<file path="config.mk">
export PLATFORM = sky130hd
export DESIGN_NAME = cos_poly_eval
export DESIGN_NICKNAME = d
export VERILOG_FILES = /design/src/rtl/cos_poly_eval.sv
export SDC_FILE = /design/constraint.sdc
export NUM_CORES = 1
export LEC_CHECK = 0
export BUFFER_PORTS_ARGS = -buffer_cell sky130_fd_sc_hd__buf_2
export CORE_MARGIN = 8
export CORE_UTILIZATION = 35
export DETAILED_ROUTE_END_ITERATION = 6
export PLACE_DENSITY = 0.6
export SYNTH_ARGS = -nofsm -noshare
export SYNTH_HDL_FRONTEND = slang
export SYNTH_SLANG_ARGS = --single-unit
</file>
<file path="constraint.sdc">
create_clock -name clock -period 6.21 [get_ports clock]
set_clock_uncertainty 0.1 [all_clocks]
set_input_delay 0.621 -clock clock [delete_from_list [all_inputs] [get_ports clock]]
set_output_delay 0.621 -clock clock [all_outputs]
set_load 0.01 [all_outputs]
</file>
<file path="src/rtl/cos_poly_eval.sv">
// cos_poly_eval
//   Consumer side of the cosine coefficient ROM in the Box-Muller datapath.
//   A 16-bit phase word u is folded into the first quadrant. The folded
//   segment drives the ROM address. The degree-1 segment polynomial
//   c0 + c1*xb is then evaluated and emitted as a signed Q1.15 cos(2*pi*u).
//
// Ports
//   clock      system clock, all state on the rising edge
//   reset      asynchronous, active-high reset
//   in_valid   phase word valid
//   in_ready   block can accept a phase word this cycle
//   u[15:0]    phase: [15:14] quadrant, [13:7] segment, [6:0] offset
//   rom_addr   coefficient ROM read address (combinational)
//   rom_c1     ROM slope, registered inside the ROM (1-cycle latency)
//   rom_c0     ROM intercept, registered inside the ROM (1-cycle latency)
//   out_valid  result valid
//   out_ready  downstream accepts the result
//   cos_out    signed Q1.15 result
//
// Build option
//   COS_POLY_ROUND_EN  when defined, round half up before the final shift.
//                      When undefined, the result is truncated.
//                      Latency is the same in both builds.
module cos_poly_eval #(
  parameter int ROUND_BITS = 4
) (
  input  logic        clock,
  input  logic        reset,
  input  logic        in_valid,
  output logic        in_ready,
  input  logic [15:0] u,
  output logic [6:0]  rom_addr,
  input  logic [11:0] rom_c1,
  input  logic [18:0] rom_c0,
  output logic        out_valid,
  input  logic        out_ready,
  output logic [15:0] cos_out
);

  // Saturating magnitude extraction from the 20-bit accumulated sum.
  function automatic logic [14:0] sat_mag(input logic [19:0] sum);
    logic [19:0] s;
`ifdef COS_POLY_ROUND_EN
    s = sum + (20'd1 << (ROUND_BITS - 1));
`else
    s = sum;
`endif
    if (s[19]) sat_mag = 15'h7FFF;
    else       sat_mag = 15'(s >> ROUND_BITS);
  endfunction

  // Sign application. The magnitude is at most 0x7FFF, so 0x8000 never appears.
  function automatic logic signed [15:0] apply_sign(input logic [14:0] mag,
                                                     input logic neg);
    logic signed [15:0] m;
    m = signed'({1'b0, mag});
    apply_sign = neg ? -m : m;
  endfunction

  logic              stall;
  logic              accept;

  logic [6:0]        addr_p0;
  logic [6:0]        x_p0;
  logic              neg_p0;

  logic              vld_p1;
  logic [6:0]        addr_p1;
  logic [6:0]        x_p1;
  logic              neg_p1;

  logic              vld_p2;
  logic [6:0]        addr_p2;
  logic [6:0]        x_p2;
  logic              neg_p2;

  logic [18:0]       prod_p2;
  logic [19:0]       sum_p2;

  logic              vld_p3;
  logic [19:0]       sum_p3;
  logic              neg_p3;

  logic              vld_p4;
  logic signed [15:0] cos_p4;

  assign stall     = vld_p4 & ~out_ready;
  assign in_ready  = ~stall;
  assign accept    = in_valid & in_ready;
  assign out_valid = vld_p4;
  assign cos_out   = cos_p4;

  // While stalled the ROM is re-addressed with the S2 address. This keeps its
  // registered output aligned with the sample held in S2.
  assign rom_addr = stall ? addr_p2 : addr_p1;

  // ---- Stage 0: quadrant fold. Odd quadrants mirror, quadrants 1 and 2 negate.
  always_comb begin
    addr_p0 = u[14] ? ~u[13:7] : u[13:7];
    x_p0    = u[14] ? ~u[6:0]  : u[6:0];
    neg_p0  = u[15] ^ u[14];
  end

  // ---- Stage 2 combinational: polynomial from the ROM data now aligned with S2.
  always_comb begin
    prod_p2 = 19'(rom_c1) * 19'(x_p2);
    sum_p2  = {1'b0, rom_c0} + 20'(prod_p2 >> ROUND_BITS);
  end

  always_ff @(posedge clock or posedge reset) begin
    if (reset) begin
      vld_p1  <= 1'b0;
      addr_p1 <= '0;
      x_p1    <= '0;
      neg_p1  <= 1'b0;
      vld_p2  <= 1'b0;
      addr_p2 <= '0;
      x_p2    <= '0;
      neg_p2  <= 1'b0;
      vld_p3  <= 1'b0;
      sum_p3  <= '0;
      neg_p3  <= 1'b0;
      vld_p4  <= 1'b0;
      cos_p4  <= '0;
    end else if (!stall) begin
      // ---- Stage 1: folded address/offset. The ROM captures table(addr_p1)
      // on this same edge.
      vld_p1 <= accept;
      if (accept) begin
        addr_p1 <= addr_p0;
        x_p1    <= x_p0;
        neg_p1  <= neg_p0;
      end
      // ---- Stage 2: operands aligned with the ROM output.
      vld_p2  <= vld_p1;
      addr_p2 <= addr_p1;
      x_p2    <= x_p1;
      neg_p2  <= neg_p1;
      // ---- Stage 3: accumulated sum.
      vld_p3  <= vld_p2;
      sum_p3  <= sum_p2;
      neg_p3  <= neg_p2;
      // ---- Stage 4: saturated, signed output register.
      vld_p4  <= vld_p3;
      cos_p4  <= apply_sign(sat_mag(sum_p3), neg_p3);
    end
  end

endmodule

</file>
==> metrics.log <==
[metrics] port buffer count: 75
[metrics] Vias/cell: 4.86
[metrics] post-synth top area share: 26.9%
[metrics] via total after detailed routing: 5310
[metrics] hold depth: 2
[metrics] worst min-delay path endpoint: addr_p2[1]
[metrics] Tightest Pin Transition: 0.985 ns
[metrics] Top FF cell, synth: sky130_fd_sc_hd__dfrtp_1
[metrics] synth warn: 0
[metrics] clock slew at the register clock pins of the worst setup and hold paths: 0.05 ns
[metrics] Final GP Congestion: 0.844
[metrics] final antenna-violating net count: 0
[metrics] path class of the lowest-slack min-delay path: reg -> reg
[metrics] clock network latency to the later pin of the worst-skew pair: 0.33 ns
[metrics] Post-synth ARST share: 100%
[metrics] DPL Wire Length: 11900 um
[metrics] terminus of the critical flop-to-flop path: sum_p3[17]
[metrics] launch point of the worst reg-to-reg path: x_p2[3]
[metrics] total of hold buffers inserted after clock tree synthesis: 0
[metrics] largest driver fanout on the critical path: 5
[metrics] First DRT Iteration DRCs: 250
[metrics] sequential area share after synthesis: 26.9%
[metrics] DRC Markers: 0
[metrics] TritonCTS Buffers: 9
[metrics] aggregate global routing overflow: 0
[metrics] number of max-cap violations: 0
[metrics] number of endpoints with negative hold slack in the final report: 0
[metrics] largest cells by area after synthesis: sky130_fd_sc_hd__dfrtp_1 (27%), sky130_fd_sc_hd__fa_1 (15%), sky130_fd_sc_hd__ha_1 (10%)
[metrics] DIE WIDTH: 149 um
[metrics] Total Die Area: 0.0223 mm^2
[metrics] Setup Crit Path Kind: reg -> reg
[metrics] library cells used by synthesis: 45
[metrics] Total GRT Usage: 14.2%
[metrics] number of setup violations in the final report: 0
[metrics] total clock sinks: 67
[metrics] library cell with the largest summed area after synthesis: sky130_fd_sc_hd__dfrtp_1
[metrics] Worst EP arrival: 6.11 ns
[metrics] Tmin final: 5.96 ns
[metrics] number of global-route vias before repair: 5410
[metrics] Syn Nets: 875
[metrics] placeable core region: 0.0174 mm^2
[metrics] logic depth of the worst register-to-register path: 23
[metrics] fillcell total: 1724
[metrics] share of cells above drive strength 1: 25.7%
[metrics] portion of the clock cycle consumed by the worst path in the final layout: 96.0%
[metrics] average routed wire per standard cell: 13.8 um
[metrics] Initial Utilization: 35.9%
[metrics] wire length of the first global-routing pass: 25900 um
[metrics] num ports: 76
[metrics] Mean Syn Cell Area: 8.60 um^2
[metrics] layout overhead on the synthesized area: 27.1%
[metrics] startpoint of the tightest hold check path: addr_p2[1]
[metrics] Max Root-Sink Buffers: 2
[metrics] result of the run: completed
[metrics] post-route core utilization: 45.6%
[metrics] H-tree levels: 3
[metrics] most frequent cells after synthesis: sky130_fd_sc_hd__nand2_1 (114), sky130_fd_sc_hd__dfrtp_1 (67), sky130_fd_sc_hd__inv_1 (64)
[metrics] synthesized instance count: 724
[metrics] relative slew slack: 34.3%
[metrics] number of synthesized flops with an enable pin: 0
[metrics] CTS root buffer: sky130_fd_sc_hd__clkbuf_16
[metrics] Req. time, crit path: 6.36 ns
[metrics] count of TritonRoute iterations in the first routing pass: 5
[metrics] TritonCTS clock tree: yes
[metrics] Mapped Area: 0.00623 mm^2
[metrics] FP Rows: 48
[metrics] vertical extent of the die: 149 um
[metrics] most frequent cell after synthesis: sky130_fd_sc_hd__nand2_1
[metrics] antenna violations before repair: 3
[metrics] R2R Setup Slk: 0.25 ns
[metrics] maximum clock frequency: 168 MHz
[metrics] largest net degree at the start of global routing: 68
[metrics] wire length reported by the detailed router: 15100 um
[metrics] Critical Path Source Type: register
[metrics] final layout net count: 1013
[metrics] Worst setup EP type: register
[metrics] number of pins exceeding their max-slew limit in the final report: 0
[metrics] register bit count reported by yosys: 67
[metrics] Hold Worst Slack: 0.354 ns
[metrics] # diodes: 0
-- through the flow --
step	setup slack [ns]	instance area (um^2)	setup TNS [ns]	std cells
detailed placement	-0.419	7360	-2.85	1072
global route	-0.0163	7910	-0.0163	1092
CTS	0.00599	7680	0	1088
floorplan	0.0242	6230	0	724
global placement	-0.319	7360	-1.73	1072
finish	0.248	7910	0	1092
-- layout make-up --
type                    count  area, um^2  area share [%]
repair buffers            158        1010            12.8
clock buffers              12         267            3.37
well taps                 225         282            3.56
flip-flops and latches     67        1680            21.2
multi-input cells         562        4380            55.4
clock inverters             4        47.5           0.601
inverters                  64         240            3.04
-- critical path, cell delays in order (launching register included) --
cell	delay [ns]
sky130_fd_sc_hd__dfrtp_2	0.44
sky130_fd_sc_hd__buf_6	0.14
sky130_fd_sc_hd__and2_1	0.15
sky130_fd_sc_hd__fa_1	0.48
sky130_fd_sc_hd__ha_1	0.29
sky130_fd_sc_hd__inv_1	0.06
sky130_fd_sc_hd__fa_1	0.51
sky130_fd_sc_hd__fa_1	0.56
sky130_fd_sc_hd__inv_1	0.04
sky130_fd_sc_hd__ha_1	0.31
sky130_fd_sc_hd__and4_2	0.27
sky130_fd_sc_hd__nor4b_4	0.36
sky130_fd_sc_hd__o21ai_2	0.11
sky130_fd_sc_hd__o311a_1	0.35
sky130_fd_sc_hd__buf_4	0.17
sky130_fd_sc_hd__o21bai_4	0.16
sky130_fd_sc_hd__xnor2_2	0.09
sky130_fd_sc_hd__ha_2	0.33
sky130_fd_sc_hd__a21o_1	0.16
sky130_fd_sc_hd__a21oi_1	0.07
sky130_fd_sc_hd__a21oi_2	0.13
sky130_fd_sc_hd__nand2_2	0.11
sky130_fd_sc_hd__or3_1	0.33
sky130_fd_sc_hd__a31oi_1	0.16
-- repair_timing --
| action | in CTS | in global routing |
|---|---|---|
| buffers inserted | 0 | 4 |
| pin swaps | 0 | 32 |
| gates resized for setup | 2 | 54 |
| setup endpoints to repair | 6 | 11 |
-- logic make-up (layout without fill, tap and decap cells) --
logic type	after synthesis	after routing	share of synthesized area (%)
adders and majority gates	100	100	25.9
buffers and inverters	95	238	5.85
muxes	2	2	0.321
DFF	67	67	26.9
xor gates and xnor gates	37	37	5.20
AOI/OAI and AO/OA	143	143	14.3
and+or+nand+nor	280	280	21.6
-- worst max-delay path by stage --
stage | startpoint | end | slack, ns | depth (start not counted)
2_1_floorplan | rom_c1[3] | sum_p3[16] | 0.02 | 21
3_3_place_gp | rom_c1[3] | sum_p3[16] | -0.32 | 24
3_5_place_dp | rom_c1[3] | sum_p3[16] | -0.42 | 25
4_1_cts | x_p2[3] | sum_p3[16] | 0.006 | 28
5_1_grt | x_p2[4] | sum_p3[17] | -0.02 | 23
6_report | x_p2[3] | sum_p3[17] | 0.25 | 23
-- layer usage --
layer  part of all wire (%)  wire [um]  global-route usage (%)  vias up
li1                       -          -                       -     2670
met1                     46       6990                    19.0     2512
met2                     46       6970                    22.0      106
met3                    5.9        883                    3.67       16
met4                    1.1        167                    3.99        6
met5                   0.25         37                       0        -
-- registers in the layout, summed over array words and instances, names as in the netlist --
name	flops
addr_p1	7
addr_p2	7
cos_out	16
neg_p1	1
neg_p2	1
neg_p3	1
out_valid	1
sum_p3	16
vld_p1	1
vld_p2	1
vld_p3	1
x_p1	7
x_p2	7
-- cell usage in the layout, fill, tap and decap left out, drive strengths merged, types with 3 or more instances in the layout --
cell type / count
and3: 4
nand2b: 9
nand2: 114
or3: 10
a21o: 16
o21a: 3
nor3: 4
and2: 62
o31ai: 9
ha: 52
or4: 3
o311ai: 3
inv: 64
fa: 48
a211oi: 11
nor2: 52
buf: 158
nor2b: 9
nand3: 4
or2: 4
a21oi: 47
o31a: 3
a31oi: 4
o21ai: 34
clkbuf: 12
dfrtp: 67
xnor2: 33
xor2: 4
Power is not shown: default switching activity piles up to over one toggle a cycle in this logic, so the estimate is an artifact.
